--- config.mk ---
export PLATFORM = sky130hd
export DESIGN_NAME = layer_compositor
export DESIGN_NICKNAME = d
export VERILOG_FILES = /design/src/rtl/video_pkg.sv /design/src/rtl/layer_priority_select.sv /design/src/rtl/layer_compositor.sv
export SDC_FILE = /design/constraint.sdc
export NUM_CORES = 1
export LEC_CHECK = 0
export ABC_AREA = 0
export BUFFER_PORTS_ARGS = -buffer_cell sky130_fd_sc_hd__buf_2
export CAP_MARGIN = 20
export CORE_MARGIN = 3
export CORE_UTILIZATION = 50
export DETAILED_ROUTE_END_ITERATION = 10
export GPL_ROUTABILITY_DRIVEN = 0
export GPL_TIMING_DRIVEN = 0
export PLACE_DENSITY = 0.81
export SETUP_SLACK_MARGIN = 0.05
export SLEW_MARGIN = 15
export SYNTH_ARGS = -nofsm -noshare
export SYNTH_HDL_FRONTEND = slang
export SYNTH_SLANG_ARGS = --single-unit
--- constraint.sdc ---
create_clock -name clk_pixel_in -period 2.45 [get_ports clk_pixel_in]
set_input_delay 0.49 -clock clk_pixel_in [delete_from_list [all_inputs] [get_ports clk_pixel_in]]
set_output_delay 0.49 -clock clk_pixel_in [all_outputs]
set_load 0.02 [all_outputs]
--- src/rtl/video_pkg.sv ---
// ---------------------------------------------------------------------------
// video_pkg
// Shared types and constants for the pixel-clock video path.
//   pixel_t            : 8:8:8 RGB pixel.
//   bg_mode_e          : background source selection for the compositor.
//   DEFAULT_TEST_COLOR : colour emitted while the test override is active.
// ---------------------------------------------------------------------------
package video_pkg;

  typedef logic [23:0] pixel_t;

  typedef enum logic [1:0] {
    BG_CAMERA  = 2'd0,
    BG_CHANNEL = 2'd1,
    BG_THRESH  = 2'd2,
    BG_YMASK   = 2'd3
  } bg_mode_e;

  localparam pixel_t DEFAULT_TEST_COLOR = 24'hFF7700;

endpackage

--- src/rtl/layer_priority_select.sv ---
// ---------------------------------------------------------------------------
// layer_priority_select
// Combinational fixed-priority picker: the highest-index set bit of the
// visibility mask wins.
//   vis_in   : per-layer visibility mask.
//   idx_out  : winning layer index, NUM_LAYERS when nothing is visible.
//   valid_out: at least one layer is visible.
// ---------------------------------------------------------------------------
module layer_priority_select
  import video_pkg::*;
#(
  parameter int NUM_LAYERS = 4
) (
  input  logic [NUM_LAYERS-1:0]         vis_in,
  output logic [$clog2(NUM_LAYERS):0]   idx_out,
  output logic                          valid_out
);

  localparam int TOP_W = $clog2(NUM_LAYERS) + 1;

  // Scan from the highest-priority layer down; first visible layer is kept.
  always_comb begin
    idx_out   = TOP_W'(NUM_LAYERS);
    valid_out = 1'b0;
    for (int k = NUM_LAYERS - 1; k >= 0; k--) begin
      if (vis_in[k] && !valid_out) begin
        idx_out   = TOP_W'(k);
        valid_out = 1'b1;
      end else begin
        // a higher-priority layer already won, or this one is hidden
      end
    end
  end

endmodule

--- src/rtl/layer_compositor.sv ---
// ---------------------------------------------------------------------------
// layer_compositor
// Two-stage pixel compositor: builds a background pixel from the camera path
// and overlays NUM_LAYERS colour-keyed, blinkable layers by fixed priority.
// Configuration is shadowed and taken only on new_frame_in.
//   clk_pixel_in / rst_n_in      : pixel clock, synchronous active-low reset.
//   new_frame_in                 : frame-start pulse, loads shadow config.
//   active/hsync/vsync_in        : timing aligned with the pixel inputs.
//   bg_mode/layer_enable/layer_blink/key_color/mask_color_in : shadowed config.
//   test_force_in                : live override to TEST_COLOR.
//   camera_pixel/camera_y/selected_channel/thresholded_in : background sources.
//   layer_pixels_in              : layer k at [k*PIXEL_W +: PIXEL_W].
//   pixel_out, active/hsync/vsync_out, top_layer_out : 2-cycle-delayed result.
// ---------------------------------------------------------------------------
module layer_compositor
  import video_pkg::*;
#(
  parameter int                 NUM_LAYERS  = 4,
  parameter int                 PIXEL_W     = 24,
  parameter int                 CHAN_W      = 8,
  parameter int                 FRAME_CNT_W = 6,
  parameter int                 BLINK_BIT   = 4,
  parameter logic [PIXEL_W-1:0] TEST_COLOR  = DEFAULT_TEST_COLOR
) (
  input  logic                          clk_pixel_in,
  input  logic                          rst_n_in,
  input  logic                          new_frame_in,
  input  logic                          active_in,
  input  logic                          hsync_in,
  input  logic                          vsync_in,
  input  logic [1:0]                    bg_mode_in,
  input  logic [NUM_LAYERS-1:0]         layer_enable_in,
  input  logic [NUM_LAYERS-1:0]         layer_blink_in,
  input  logic [PIXEL_W-1:0]            key_color_in,
  input  logic [PIXEL_W-1:0]            mask_color_in,
  input  logic                          test_force_in,
  input  logic [PIXEL_W-1:0]            camera_pixel_in,
  input  logic [CHAN_W-1:0]             camera_y_in,
  input  logic [CHAN_W-1:0]             selected_channel_in,
  input  logic                          thresholded_in,
  input  logic [NUM_LAYERS*PIXEL_W-1:0] layer_pixels_in,
  output logic [PIXEL_W-1:0]            pixel_out,
  output logic                          active_out,
  output logic                          hsync_out,
  output logic                          vsync_out,
  output logic [$clog2(NUM_LAYERS):0]   top_layer_out
);

  localparam int TOP_W = $clog2(NUM_LAYERS) + 1;

  // Shadow configuration and frame counter
  bg_mode_e                r_bg_mode;
  logic [NUM_LAYERS-1:0]   r_layer_enable;
  logic [NUM_LAYERS-1:0]   r_layer_blink;
  logic [PIXEL_W-1:0]      r_key_color;
  logic [PIXEL_W-1:0]      r_mask_color;
  logic [FRAME_CNT_W-1:0]  r_frame_cnt;

  // Stage 1
  logic [PIXEL_W-1:0]      r_s1_bg;
  logic [PIXEL_W-1:0]      r_s1_layer [NUM_LAYERS];
  logic [NUM_LAYERS-1:0]   r_s1_vis;
  logic                    r_s1_active;
  logic                    r_s1_hsync;
  logic                    r_s1_vsync;
  logic                    r_s1_force;

  // Stage 2 (outputs)
  logic [PIXEL_W-1:0]      r_pixel_out;
  logic [TOP_W-1:0]        r_top_layer;
  logic                    r_active_out;
  logic                    r_hsync_out;
  logic                    r_vsync_out;

  logic                    w_blink_phase;
  logic [PIXEL_W-1:0]      w_bg_pixel;
  logic [NUM_LAYERS-1:0]   w_vis;
  logic [TOP_W-1:0]        w_win_idx;
  logic                    w_win_valid;
  logic [PIXEL_W-1:0]      w_win_pixel;
  logic [PIXEL_W-1:0]      w_next_pixel;
  logic [TOP_W-1:0]        w_next_top;

  assign w_blink_phase = r_frame_cnt[BLINK_BIT];

  // Shadow config load and frame count at frame start
  always_ff @(posedge clk_pixel_in) begin
    if (!rst_n_in) begin
      r_bg_mode      <= BG_CAMERA;
      r_layer_enable <= '0;
      r_layer_blink  <= '0;
      r_key_color    <= '0;
      r_mask_color   <= '0;
      r_frame_cnt    <= '0;
    end else if (new_frame_in) begin
      r_bg_mode      <= bg_mode_e'(bg_mode_in);
      r_layer_enable <= layer_enable_in;
      r_layer_blink  <= layer_blink_in;
      r_key_color    <= key_color_in;
      r_mask_color   <= mask_color_in;
      r_frame_cnt    <= r_frame_cnt + FRAME_CNT_W'(1);
    end
  end

  // Background source selection from the current shadow mode
  always_comb begin
    w_bg_pixel = '0;
    case (r_bg_mode)
      BG_CAMERA:  w_bg_pixel = camera_pixel_in;
      BG_CHANNEL: w_bg_pixel = {3{selected_channel_in}};
      BG_THRESH:  w_bg_pixel = thresholded_in ? {PIXEL_W{1'b1}} : {PIXEL_W{1'b0}};
      BG_YMASK:   w_bg_pixel = thresholded_in ? r_mask_color : {3{camera_y_in}};
      default:    w_bg_pixel = camera_pixel_in;
    endcase
  end

  // Per-layer visibility: enabled, not blanked by blink, not the key colour
  always_comb begin
    w_vis = '0;
    for (int k = 0; k < NUM_LAYERS; k++) begin
      w_vis[k] = r_layer_enable[k]
               && !(r_layer_blink[k] && w_blink_phase)
               && (layer_pixels_in[k*PIXEL_W +: PIXEL_W] != r_key_color);
    end
  end

  // Stage 1 register: background, layer pixels, visibility, timing
  always_ff @(posedge clk_pixel_in) begin
    if (!rst_n_in) begin
      r_s1_bg     <= '0;
      r_s1_vis    <= '0;
      r_s1_active <= 1'b0;
      r_s1_hsync  <= 1'b0;
      r_s1_vsync  <= 1'b0;
      r_s1_force  <= 1'b0;
      for (int k = 0; k < NUM_LAYERS; k++) begin
        r_s1_layer[k] <= '0;
      end
    end else begin
      r_s1_bg     <= w_bg_pixel;
      r_s1_vis    <= w_vis;
      r_s1_active <= active_in;
      r_s1_hsync  <= hsync_in;
      r_s1_vsync  <= vsync_in;
      r_s1_force  <= test_force_in;
      for (int k = 0; k < NUM_LAYERS; k++) begin
        r_s1_layer[k] <= layer_pixels_in[k*PIXEL_W +: PIXEL_W];
      end
    end
  end

  layer_priority_select #(
    .NUM_LAYERS (NUM_LAYERS)
  ) u_priority (
    .vis_in    (r_s1_vis),
    .idx_out   (w_win_idx),
    .valid_out (w_win_valid)
  );

  // Fetch the winning layer's pixel
  always_comb begin
    w_win_pixel = '0;
    for (int k = 0; k < NUM_LAYERS; k++) begin
      if (w_win_idx == TOP_W'(k)) begin
        w_win_pixel = r_s1_layer[k];
      end else begin
        // not the winner
      end
    end
  end

  // Final pixel: blanking beats the test override, which beats layers/background
  always_comb begin
    w_next_pixel = r_s1_bg;
    w_next_top   = w_win_idx;
    if (r_s1_force) begin
      w_next_top = TOP_W'(NUM_LAYERS);
    end else begin
      w_next_top = w_win_idx;
    end
    if (!r_s1_active) begin
      w_next_pixel = '0;
    end else if (r_s1_force) begin
      w_next_pixel = TEST_COLOR;
    end else if (w_win_valid) begin
      w_next_pixel = w_win_pixel;
    end else begin
      w_next_pixel = r_s1_bg;
    end
  end

  // Stage 2 register: composited pixel, winner index, timing
  always_ff @(posedge clk_pixel_in) begin
    if (!rst_n_in) begin
      r_pixel_out  <= '0;
      r_top_layer  <= TOP_W'(NUM_LAYERS);
      r_active_out <= 1'b0;
      r_hsync_out  <= 1'b0;
      r_vsync_out  <= 1'b0;
    end else begin
      r_pixel_out  <= w_next_pixel;
      r_top_layer  <= w_next_top;
      r_active_out <= r_s1_active;
      r_hsync_out  <= r_s1_hsync;
      r_vsync_out  <= r_s1_vsync;
    end
  end

  assign pixel_out     = r_pixel_out;
  assign top_layer_out = r_top_layer;
  assign active_out    = r_active_out;
  assign hsync_out     = r_hsync_out;
  assign vsync_out     = r_vsync_out;

endmodule

==> results.cfg <==
[run_status]
outcome = complete, no violations

[critical_path]
rr_worst_depth = 5
critical_path.max_stage_delay_ns = 0.39
path_cells = clkbuf_1 > xnor2_1 > nand4_1 > nor4_1 > a31oi_1
r2r_slack_ns = 0.77
cp_slowest_cell = nor4_1
timing.rr.end = r_s1_vis[2]
worstPathMaxFanout = 5
required_ns = 2.82
r2r_start = r_key_color[0]
start_kind = flip-flop
endpoint_kind = flip-flop
critPathArrivalTime_ns = 2.06
path_class = reg2reg

[clocking]
cts_max_level = 1
cts.path.max_buffers = 3
cts_tree = yes
cts.sinks = 221
hold_buffers = 0
clock_latency_ns = 0.51
cts_resized = 0
root_buffer = clkbuf_16
clkTransAtPathRegs_ns = 0.06
post_cts_buffers = 0
cts_buffers = 24

[pwr]
power-per-cell-area_nw_per_um2 = 771.7
p_leak_nw = 4.988
p_total_mw = 8.743
peakVddDrop_uv = 485.9

[hold_path]
worstHoldStart = vsync_in
hp-class = in2reg
whs_endpoint = r_s1_vsync
worstHoldPathCells = 2

[drt]
viasPerCell = 5.498
route.antenna.remaining_nets = 0
top_layer = met4
wl_mm = 29.19
drc = 0
route.met3.wl_mm = 3.075
route.met2.wl_mm = 13.07
firstDrtPassIters = 5
drt_iter0_markers = 538
vias = 7878
met1Wirelength_mm = 11.57
wire_per_inst_um = 20.37

[sta]
finalSetupTns_ns = 0
timing.hold.ws_ns = 0.1811
maxSlewViolCount = 0
fin_crit_ns = 1.682
tightest_slew_ns = 0.5829
finalSetupViolations = 0
skew_ns = 0.01741
rsz0062_at_grt = no
max_slew_margin = 0.6114
max_clock_freq_mhz = 594.7
hold_viol_final = 0
fin_crit_sh = 0.6864

[yosys]
synth_top_area_share = 0.4867
netlist_area_um2 = 9090
ys_warn_count = 0
synth_area_per_cell_um2 = 9.722
synth_xor_area_frac = 0.09635
yosysSeqAreaShare = 0.4867
syn_nets = 1138
synth_compound_area_frac = 0.1255
synth.area.top_cells = dfxtp_1, and2_1, mux2i_1
synth-seq-cells = 221
synth_fa_ha_area_frac = 0.001376
synth_cells = 935
synthArstFlopShare = 0
synth_top_area_cell = dfxtp_1
synth_flop_cell = dfxtp_1
yosys.area_share.simple = 0.1778
synthMuxAreaShare = 0.06497
synth_edf_count = 0
synth_top_family_by_area = simple AND/OR/NAND/NOR gates
synth_cell_types = 38

[die]
rows = 48
initial_utilization = 0.5183
die_x_um = 140.8
die_h_um = 140.8
coreArea_um2 = 17540
dieArea_um2 = 19830
ios = 232

[global_routing]
antenna_found_initial = 2
grt.total_usage = 0.2833
grt_overflow = 0
grt_max_degree = 14
grt_pass1_vias = 7806
grt_first_pass_wirelength_mm = 43.37

[cells_and_area]
register_area_um2 = 4424
drive_gt1_frac = 0.2454
nNetsFinal = 1393
multiInputGateArea_um2 = 4237
fin_cells = 1433
fillCellCount = 1433
areaGrowthSynthToFinish_pct = 24.64

[place]
hpwl_mm = 22.74
portBuffers = 229
dp_cells = 1389

[job]
cap_viol_max_count = 0
==> registers in the layout, summed over array words and instances, names as in the netlist <==
register,count
r_s1_layer,96
pixel_out,24
r_key_color,24
r_mask_color,24
r_s1_bg,24
r_frame_cnt,5
r_layer_blink,4
r_layer_enable,4
r_s1_vis,4
top_layer_out,3
r_bg_mode,2
active_out,1
hsync_out,1
r_s1_active,1
r_s1_force,1
r_s1_hsync,1
r_s1_vsync,1
vsync_out,1
==> synth_stat cells, types with 2 or more instances <==
| cell type | n |
|---|---|
| a211o_1 | 13 |
| a21boi_0 | 4 |
| a21boi_1 | 4 |
| a21oi_1 | 62 |
| a221oi_1 | 10 |
| a22oi_1 | 13 |
| a31oi_1 | 4 |
| and2_1 | 108 |
| buf_1 | 4 |
| buf_2 | 19 |
| buf_4 | 4 |
| buf_6 | 4 |
| clkbuf_1 | 51 |
| dfxtp_1 | 221 |
| inv_1 | 14 |
| mux2i_1 | 59 |
| nand2_1 | 18 |
| nand2b_1 | 2 |
| nand3_1 | 4 |
| nand4_1 | 18 |
| nor2_1 | 26 |
| nor2b_1 | 73 |
| nor3_1 | 9 |
| nor4_1 | 12 |
| o21ai_0 | 35 |
| o21ai_1 | 2 |
| o22ai_1 | 24 |
| o31a_1 | 10 |
| xnor2_1 | 67 |
| xor2_1 | 33 |
==> metrics by stage <==
step | util | setup slack [ns] | instance area, µm²
after detailed placement | 0.5997 | 0.6237 | 10520
after floorplan | - | 1.095 | 9090
final | 0.6460 | 0.7684 | 11330
after CTS | 0.6458 | 0.7621 | 11320
after global routing | 0.6460 | 0.6214 | 11330
after global placement | 0.5997 | 0.6568 | 10520
==> cell type report <==
cell class / instances / share of cell area
antenna: 2 / 0.0004417
buffer: 82 / 0.03324
clock buffer: 35 / 0.06118
clock inverter: 7 / 0.01005
inverter: 14 / 0.004638
multi-input combinational: 618 / 0.3739
sequential: 221 / 0.3905
tap: 225 / 0.02485
timing repair buffer: 229 / 0.1012
==> placed cells by master (no fill, tap or decap), types with 12 or more instances in the layout <==
master	instances
clkbuf_16	25
nor4_1	12
o21ai_0	35
dfxtp_1	221
inv_1	14
clkbuf_1	58
nand4_1	18
o22ai_1	24
and2_1	108
xor2_1	33
buf_2	248
a211o_1	13
a22oi_1	13
nand2_1	18
a21oi_1	62
nor2b_1	73
mux2i_1	59
xnor2_1	67
nor2_1	26
==> critical path, delay by kind of cell, from the launching register on <==
family,cells,cell delay [ns]
XOR/XNOR,1,0.22
buffers and inverters,1,0.31
flip-flops,1,0.31
AO/OA/AOI/OAI,1,0.13
AND/OR/NAND/NOR,2,0.57
==> routing by layer <==
layer | vias up | global-route usage
met2 | 492 | 0.4559
met4 | 0 | 0.1300
met5 | - | 0
met3 | 89 | 0.05427
li1 | 3672 | -
met1 | 3625 | 0.3697
==> report_power, final <==
group | switching [mW] | total [mW] | internal, mW
sequential | 0.0782 | 3.88 | 3.80
clock | 1.43 | 3.70 | 2.27
combinational | 0.660 | 1.17 | 0.506
total | 2.16 | 8.74 | 6.58
==> worst max path at each step <==
stage / start / to / cells past startpoint
CTS: r_key_color[0] / r_s1_vis[2] / 5
floorplan: new_frame_in / r_frame_cnt[2] / 5
global route: r_key_color[0] / r_s1_vis[2] / 5
detailed placement: rst_n_in / r_s1_bg[18] / 5
global placement: rst_n_in / r_s1_bg[9] / 5
finish: r_key_color[0] / r_s1_vis[2] / 5
==> logic make-up (layout without fill, tap and decap cells) <==
logic type / Yosys count / in the layout
buffers and inverters: 96 / 367
and+or+nand+nor: 275 / 275
muxes: 59 / 59
adders and majority gates: 1 / 1
DFF: 221 / 221
other: 0 / 2
xor gates and xnor gates: 100 / 100
AOI/OAI and AO/OA: 183 / 183
Power figures use the tool's default switching activity.
